[config.mk]
export PLATFORM = sky130hd
export DESIGN_NAME = serial_word_deserializer_flat
export DESIGN_NICKNAME = d
export VERILOG_FILES = /design/src/rtl/serial_word_deserializer_if.sv /design/src/rtl/serial_word_deserializer.sv /design/src/flat_wrapper.sv
export SDC_FILE = /design/constraint.sdc
export NUM_CORES = 1
export LEC_CHECK = 0
export ABC_AREA = 1
export BUFFER_PORTS_ARGS = -buffer_cell sky130_fd_sc_hd__buf_2
export CAP_MARGIN = 15
export CORE_ASPECT_RATIO = 0.75
export CORE_MARGIN = 2
export CORE_UTILIZATION = 50
export DETAILED_ROUTE_END_ITERATION = 12
export HOLD_SLACK_MARGIN = 0.02
export PLACE_DENSITY_LB_ADDON = 0.2
export SLEW_MARGIN = 10
export SYNTH_ARGS = -nofsm -noshare
export SYNTH_HDL_FRONTEND = slang
export SYNTH_SLANG_ARGS = --single-unit
[constraint.sdc]
create_clock -name clk_in -period 5.2 [get_ports clk_in]
set_input_delay 1.04 -clock clk_in [delete_from_list [all_inputs] [get_ports clk_in]]
set_output_delay 1.04 -clock clk_in [all_outputs]
set_load 0.02 [all_outputs]
[src/rtl/serial_word_deserializer_if.sv]
// Valid/ready word port for serial_word_deserializer.
// The master side (the deserializer) drives data_out/valid_out and the consumer drives ready_in.
interface serial_word_deserializer_if #(
    parameter int WIDTH = 8
);
    logic [WIDTH-1:0] data_out;
    logic             valid_out;
    logic             ready_in;

    modport master (output data_out, output valid_out, input ready_in);
    modport slave  (input data_out, input valid_out, output ready_in);
endinterface

[src/rtl/serial_word_deserializer.sv]
// Collects clk_en-qualified serial bits into WIDTH-bit words, aligned on sync_in.
// Completed words pass through a 2-entry buffer to a valid/ready port.
//
//   state    | meaning
//   ---------+---------------------------------------------------------------
//   ST_HUNT  | waiting for clk_en && sync_in; all other bits are ignored
//   ST_SHIFT | capturing one bit per clk_en; a word completes at bit WIDTH-1
module serial_word_deserializer #(
    parameter int WIDTH        = 8,
    parameter int MSB_FIRST    = 1,
    parameter int REQUIRE_SYNC = 1
) (
    input  logic                         clk_in,
    input  logic                         rst_in,
    input  logic                         clk_en,
    input  logic                         serial_in,
    input  logic                         sync_in,
    serial_word_deserializer_if.master   out_if,
    output logic [4:0]                   bit_idx_out,
    output logic                         align_err_out,
    output logic                         overflow_out
);

    typedef enum logic {
        ST_HUNT  = 1'b0,
        ST_SHIFT = 1'b1
    } state_t;

    localparam state_t     RESET_STATE = (REQUIRE_SYNC != 0) ? ST_HUNT : ST_SHIFT;
    localparam logic [4:0] LAST_IDX    = 5'(WIDTH - 1);

    state_t           state_q, state_d;
    logic [WIDTH-1:0] shift_q, shift_d;
    logic [4:0]       bit_idx_q, bit_idx_d;
    logic             align_err_q, align_err_d;
    logic             overflow_q, overflow_d;
    logic [WIDTH-1:0] head_q, head_d;
    logic [WIDTH-1:0] tail_q, tail_d;
    logic [1:0]       count_q, count_d;

    logic             capture;
    logic             restart;
    logic             misalign;
    logic [4:0]       idx_cur;
    logic [WIDTH-1:0] shift_base;
    logic [WIDTH-1:0] shift_new;
    logic             word_done;
    logic             pop;

    // FSM: state register
    always_ff @(posedge clk_in) begin
        if (rst_in) begin
            state_q <= RESET_STATE;
        end else begin
            state_q <= state_d;
        end
    end

    // FSM: next state
    always_comb begin
        state_d = state_q;
        case (state_q)
            ST_HUNT:  if (clk_en && sync_in) state_d = ST_SHIFT;
            ST_SHIFT: state_d = ST_SHIFT;
            default:  state_d = RESET_STATE;
        endcase
    end

    // FSM: control outputs
    always_comb begin
        capture  = 1'b0;
        restart  = 1'b0;
        misalign = 1'b0;
        case (state_q)
            ST_HUNT: begin
                if (clk_en && sync_in) begin
                    capture = 1'b1;
                    restart = 1'b1;
                end
            end
            ST_SHIFT: begin
                if (clk_en) begin
                    capture = 1'b1;
                    if (sync_in) begin
                        restart  = 1'b1;
                        misalign = (bit_idx_q != 5'd0);
                    end
                end
            end
            default: ;
        endcase
    end

    // A restart drops any partial word: the sync bit becomes bit 0 of a fresh word.
    always_comb begin
        idx_cur    = restart ? 5'd0 : bit_idx_q;
        shift_base = restart ? '0 : shift_q;
        shift_new  = (MSB_FIRST != 0) ? {shift_base[WIDTH-2:0], serial_in}
                                      : {serial_in, shift_base[WIDTH-1:1]};
        word_done  = capture && (idx_cur == LAST_IDX);
        pop        = (count_q != 2'd0) && out_if.ready_in;

        shift_d     = capture ? shift_new : shift_q;
        bit_idx_d   = bit_idx_q;
        if (capture) begin
            bit_idx_d = word_done ? 5'd0 : idx_cur + 5'd1;
        end
        align_err_d = misalign;
        overflow_d  = overflow_q;

        head_d  = head_q;
        tail_d  = tail_q;
        count_d = count_q;
        case ({word_done, pop})
            2'b10: begin
                case (count_q)
                    2'd0: begin
                        head_d  = shift_new;
                        count_d = 2'd1;
                    end
                    2'd1: begin
                        tail_d  = shift_new;
                        count_d = 2'd2;
                    end
                    default: overflow_d = 1'b1;
                endcase
            end
            2'b01: begin
                if (count_q == 2'd2) begin
                    head_d  = tail_q;
                    count_d = 2'd1;
                end else begin
                    count_d = 2'd0;
                end
            end
            // Pop and push on the same edge: occupancy is unchanged, nothing lost.
            2'b11: begin
                if (count_q == 2'd2) begin
                    head_d = tail_q;
                    tail_d = shift_new;
                end else begin
                    head_d = shift_new;
                end
            end
            default: ;
        endcase
    end

    always_ff @(posedge clk_in) begin
        if (rst_in) begin
            shift_q     <= '0;
            bit_idx_q   <= 5'd0;
            align_err_q <= 1'b0;
            overflow_q  <= 1'b0;
            head_q      <= '0;
            tail_q      <= '0;
            count_q     <= 2'd0;
        end else begin
            shift_q     <= shift_d;
            bit_idx_q   <= bit_idx_d;
            align_err_q <= align_err_d;
            overflow_q  <= overflow_d;
            head_q      <= head_d;
            tail_q      <= tail_d;
            count_q     <= count_d;
        end
    end

    assign out_if.data_out  = head_q;
    assign out_if.valid_out = (count_q != 2'd0);
    assign bit_idx_out      = bit_idx_q;
    assign align_err_out    = align_err_q;
    assign overflow_out     = overflow_q;

endmodule

[src/flat_wrapper.sv]
// flat-port wrapper written by rule: the top's interface ports become plain ports
module serial_word_deserializer_flat 
#(
    parameter int WIDTH        = 8,
    parameter int MSB_FIRST    = 1,
    parameter int REQUIRE_SYNC = 1
)
  (clk_in, rst_in, clk_en, serial_in, sync_in, bit_idx_out, align_err_out, overflow_out, out_if_data_out, out_if_valid_out, out_if_ready_in);
  serial_word_deserializer_if #(.WIDTH(WIDTH)) out_if_i ();
  input  logic clk_in;
  input  logic rst_in;
  input  logic clk_en;
  input  logic serial_in;
  input  logic sync_in;
  output logic [4:0] bit_idx_out;
  output logic align_err_out;
  output logic overflow_out;
  output wire logic [$bits(out_if_i.data_out)-1:0] out_if_data_out;
  output wire logic [$bits(out_if_i.valid_out)-1:0] out_if_valid_out;
  input wire logic [$bits(out_if_i.ready_in)-1:0] out_if_ready_in;
  assign out_if_data_out = out_if_i.data_out;
  assign out_if_valid_out = out_if_i.valid_out;
  assign out_if_i.ready_in = out_if_ready_in;
  serial_word_deserializer #(.WIDTH(WIDTH), .MSB_FIRST(MSB_FIRST), .REQUIRE_SYNC(REQUIRE_SYNC)) u_core (.clk_in(clk_in), .rst_in(rst_in), .clk_en(clk_en), .serial_in(serial_in), .sync_in(sync_in), .out_if(out_if_i), .bit_idx_out(bit_idx_out), .align_err_out(align_err_out), .overflow_out(overflow_out));
endmodule
### Word level (Yosys, flattened, before mapping)

Cells that the tools add are included.

* output and inout bits: 16
* bits in registers: 33
* input bits: 6
* logic and storage cells: 59

* add/sub/neg operators: 1
* bitwise logic cells: 4
* mux-type cells: 20
* reductions and logical operators: 15
* eq/ne operators: 11

Operators with widths (count)
* $mux 8: 5
* $pmux 8 s3: 1
* $pmux 8 s2: 1
* $mux 5: 2
* $ne 2x1->1 const B: 4
* $pmux 2 s2: 2
* $mux 7: 1
* $eq 2x2->1 const B: 3
* $pmux 1 s2: 3
* $reduce_and 3->1: 2
* $reduce_bool 2->1: 3
* $add 5x1->5 const B: 1
* $eq 5x3->1 const B: 1
* $mux 1: 5
* $reduce_bool 5->1: 1
* $eq 2x1->1 const B: 2
* $not 1->1: 4
* $reduce_and 2->1: 2
* $reduce_or 4->1: 1
* $logic_and 1x1->1: 3
* $ne 3x1->1 const B: 1
* $reduce_bool 3->1: 1
* $logic_not 2->1: 1
* $reduce_or 2->1: 1

### Logic depth before layout (Yosys ltp)

* word-level depth: 9
* mapped depth: 15
* mapped depth without buffers: 13

### Worst setup path before layout

Ideal clock, no wire load.

* kind: input-to-reg
* from: input port clk_en
* to: register u_core.head_q[0] (netlist: u_core.out_if.data_out[0])
* library setup time: 70 ps
* cell stages on the path: 14
* data required time: 5130 ps
* arrival: 3016 ps
* buffers on the path: 2
* slack: 2114 ps
* cell sequence: nand2_2 > buf_2 > nand2_1 > inv_1 > ha_1 > nand4_1 > nor2_1 > inv_1 > ha_1 > or2_1 > buf_1 > nand2_2 > a21oi_1 > a21oi_1

* longest elaborated chain between the ends: 9
* elaborated cells on any way between the ends: 17

RTL lines
* start: declaration: RTL line flat_wrapper.sv:12 `input logic clk_en;`
* $logic_and 1x1->1: RTL line serial_word_deserializer.sv:76 `if (clk_en && sync_in) begin`
* $mux 1: RTL line serial_word_deserializer.sv:76
* $pmux 1 s2: RTL line serial_word_deserializer.sv:74 `case (state_q)`
* $mux 5: RTL line serial_word_deserializer.sv:96 `idx_cur = restart ? 5'd0 : bit_idx_q;`
* $eq 5x3->1: RTL line serial_word_deserializer.sv:100 `word_done = capture && (idx_cur == LAST_IDX);`
* $logic_and 1x1->1 *: RTL line serial_word_deserializer.sv:100
* $eq 2x1->1 / $eq 2x2->1 (equally long branches): RTL line serial_word_deserializer.sv:114 `case ({word_done, pop})`
* $ne 2x1->1 (no source line) / $reduce_bool 3->1 (equally long branches)
* $reduce_and 3->1 (no source line)
* end signal: assignment: RTL line serial_word_deserializer.sv:155 `head_q <= '0;`
* end signal: assignment: RTL line serial_word_deserializer.sv:163 `head_q <= head_d;`
* end: declaration: RTL line serial_word_deserializer.sv:37 `logic [WIDTH-1:0] head_q, head_d;`

Every way passes the cells marked *; elsewhere a longest branch is shown, timed or not.
A chain may end at the register's enable or synchronous reset.

### Worst setup path in the final report

* from: input port clk_en
* to: register u_core.head_q[3] (netlist: u_core.out_if.data_out[3])

* longest elaborated chain between the ends: 9
* elaborated cells on any way between the ends: 20

RTL lines (RTL line)
* $logic_and 1x1->1: serial_word_deserializer.sv:76
* $mux 1: serial_word_deserializer.sv:76
* $pmux 1 s2: serial_word_deserializer.sv:74
* $mux 5: serial_word_deserializer.sv:96
* $eq 5x3->1: serial_word_deserializer.sv:100
* $logic_and 1x1->1: serial_word_deserializer.sv:100
* $eq 2x1->1 / $eq 2x2->1 (equally long branches): serial_word_deserializer.sv:114
* $ne 2x1->1 (no source line) / $reduce_bool 3->1 (equally long branches)
* $reduce_and 3->1 (no source line)

Parallel ways exist; a longest one is shown, timed or not. The select of a mux whose other input is x is not followed.

==> run_results.csv <==
group,metric,value,unit
grt,grt-ovfl-total,0,
cells_and_area,area_growth_syn_to_layout,11.43,%
placement,pre_cts_slack,1694,ps
detailed_routing,drtIter0Drc,67,
logic_synthesis,ys_types,25,
logic_synthesis,synth_area,0.001653,mm2
logic_synthesis,ys_ff_latch,33,
floorplan,dieArea,0.003786,mm2
sta,whs,448.5,ps
logic_synthesis,yosys.area.top_type,"dfxtp_1",
logic_synthesis,async_flop_share,0,%
cells_and_area,final_util,57.19,%
sta,final.period_utilization,62.34,%
flow_run,cap_violations,0,
floorplan,core_area,0.003221,mm2
clock_network,cts_setup_buffers,0,
logic_synthesis,synthTopCellsByCount,"53 x nand2_1, 34 x inv_1, 33 x dfxtp_1",
logic_synthesis,synth_top_area_share,39.97,%
detailed_routing,drc,0,
hold_path,hp-start,"u_core.tail_q[6]",
critical_path,worstSetupStartpointType,"primary input",
detailed_routing,firstDrtPassIters,4,
detailed_routing,route.antenna.remaining_nets,0,
floorplan,row_count,18,
clock_network,hold_buffers,0,
logic_synthesis,synth.most_common_cell,"nand2_1",
sta,relSlewSlack,68.74,%
critical_path,regToRegStartpoint,"u_core.bit_idx_out[0]",
sta,worst-slew-pin-transition,467.2,ps
floorplan,start_util,51.32,%
clock_network,path_clk_slew,60,ps
grt,grt_usage,20.30,%
sta,finalSetupViolations,0,
clock_network,cts_tree,"done",
cells_and_area,drive_above_1_share,15.81,%
clock_network,clkSinkCount,33,
detailed_routing,wl_per_cell,11.79,um
floorplan,ios,22,
placement,placed_area,0.001762,mm2
run_status,status,"complete, no violations",
clock_network,cts-root-buf,"clkbuf_8",
power_and_ir_drop,leakagePower,0.8789,nW
hold_path,hold_end,"u_core.tail_q[6]",
hold_path,holdPathStages,2,
logic_synthesis,synth_flop_cell,"dfxtp_1",
cells_and_area,finalNonFillerCells,293,
detailed_routing,wirelength,3455,um
sta,min_period,3242,ps
critical_path,crit_required,5400,ps
logic_synthesis,synth_enable_flop_cells,0,
clock_network,cts_inserted_buffers,5,
logic_synthesis,syn_area_per_cell,7.186,um2
sta,timing.fmax,0.3085,GHz
clock_network,clk-insertion-delay-late,280,ps
sta,slew_viol_final,0,
placement,io_buffers,21,
hold_path,hold_path.class,"flop to flop",
floorplan,fp.dieW,70.39,um
detailed_routing,vias,1456,
detailed_routing,viasPerCell,4.969,
critical_path,critical_path.max_fanout,15,
floorplan,die_y,53.79,um
power_and_ir_drop,fin_total_pwr,537.3,uW
logic_synthesis,seq_area_frac_synth,39.97,%
critical_path,critPathCaptureType,"flop",
cells_and_area,design_area,0.001842,mm2
critical_path,timing.rr.end,"u_core.out_if.data_out[3]",
sta,finalClockSkew,9.429,ps
critical_path,reg2reg_setup_slack,2730,ps
critical_path,critical_path_class,"primary input to flop",
grt,grt_pass1_vias,1276,
logic_synthesis,yosysWarnings,0,
critical_path,reg2reg_depth,11,
sta,final_hold_viol_count,0,
cells_and_area,antenna_cells,0,
clock_network,post_cts_resized,0,
sta,rsz0062_at_grt,"no",
power_and_ir_drop,vdd_drop_max,0.1740,mV
grt,antenna_found_initial,0,
clock_network,cts_buffer_depth,2,
sta,setup_slack,1958,ps
cells_and_area,nets,266,
critical_path,cp.arrival,3450,ps
power_and_ir_drop,p_per_area,291.7,mW/mm2
grt,grt_max_degree,17,
grt,grt_first_pass_wirelength,5851,um
logic_synthesis,synth.area.top_cells,"dfxtp_1 40%, nand2_1 12%, a21oi_1 9.7%, inv_1 7.7%, ha_1 6.1%",
placement,place_congestion,0.8072,
placement,dpl.hpwl,2472,um
logic_synthesis,syn_nets,244,
logic_synthesis,postSynthCellCount,230,
placement,dpl.cell_count,285,
clock_network,htreeDepth,2,
sta,fin_setup_tns,0,ps
## final cells by class
class,count,area [um2]
clock buffers,8,80.08
fillers,305,1379
inverters,36,135.1
multi-input cells,155,810.8
flip-flops and latches,33,660.6
well taps,40,50.05
repair buffers,21,105.1
## per-layer routing
layer | wire (um) | track usage [%]
met1 | 1804 | 28.09
met4 | 12 | 6.410
met3 | 127 | 7.678
met5 | 0 | 0
met2 | 1510 | 29.40
## report_power, final
group / leakage [nW] / switching [mW] / internal, mW
clock: 0.0395 / 0.0917 / 0.0951
combinational: 0.572 / 0.0554 / 0.0254
sequential: 0.267 / 0.00665 / 0.263
## layout by cell type (no fill, tap or decap), types with 3 or more instances in the layout
master	count
inv_1	34
nand3_1	12
nand4_1	6
nand2_2	9
clkbuf_1	3
clkbuf_8	5
nor2_1	14
nand2_1	53
o21ai_0	5
a21oi_1	32
buf_2	21
ha_1	8
o22ai_1	4
dfxtp_1	33
## cell families (layout without fill, tap and decap cells)
kind of cell / after synthesis / after routing / share of synthesized area [%]
DFF: 33 / 33 / 39.97
adders and majority gates: 8 / 8 / 6.056
and+or+nand+nor: 101 / 101 / 28.39
AOI/OAI and AO/OA: 46 / 46 / 14.61
buffers and inverters: 42 / 65 / 10.98
## how the worst max path moves through the flow
stage,startpoint,to,slack (ps),cells after the start
after global placement,clk_en,u_core.out_if.data_out[3],1860,13
after CTS,clk_en,u_core.out_if.data_out[3],1960,13
after detailed placement,clk_en,u_core.out_if.data_out[3],1690,13
after global routing,clk_en,u_core.out_if.data_out[4],1660,13
after floorplan,clk_en,u_core.out_if.data_out[0],2110,14
final,clk_en,u_core.out_if.data_out[3],1960,13
## critical path: stages
cell and delay [ps]:
buf_2 110, nand2_2 220, inv_1 130, nor2_1 110
ha_1 190, nand4_1 100, nor2_1 390, inv_1 160
ha_1 220, or2_1 340, nand2_2 190, a21oi_1 80
a21oi_1 140
## state kept, by name, indices dropped and copies added, names as in the netlist
name / flops
u_core.bit_idx_out: 5
u_core.count_q: 2
u_core.overflow_out: 1
u_core.tail_q: 8
u_core.align_err_out: 1
u_core.out_if.data_out: 8
u_core.state_q: 1
u_core.shift_q: 7
Note: power is estimated with default switching activity, not from simulation.
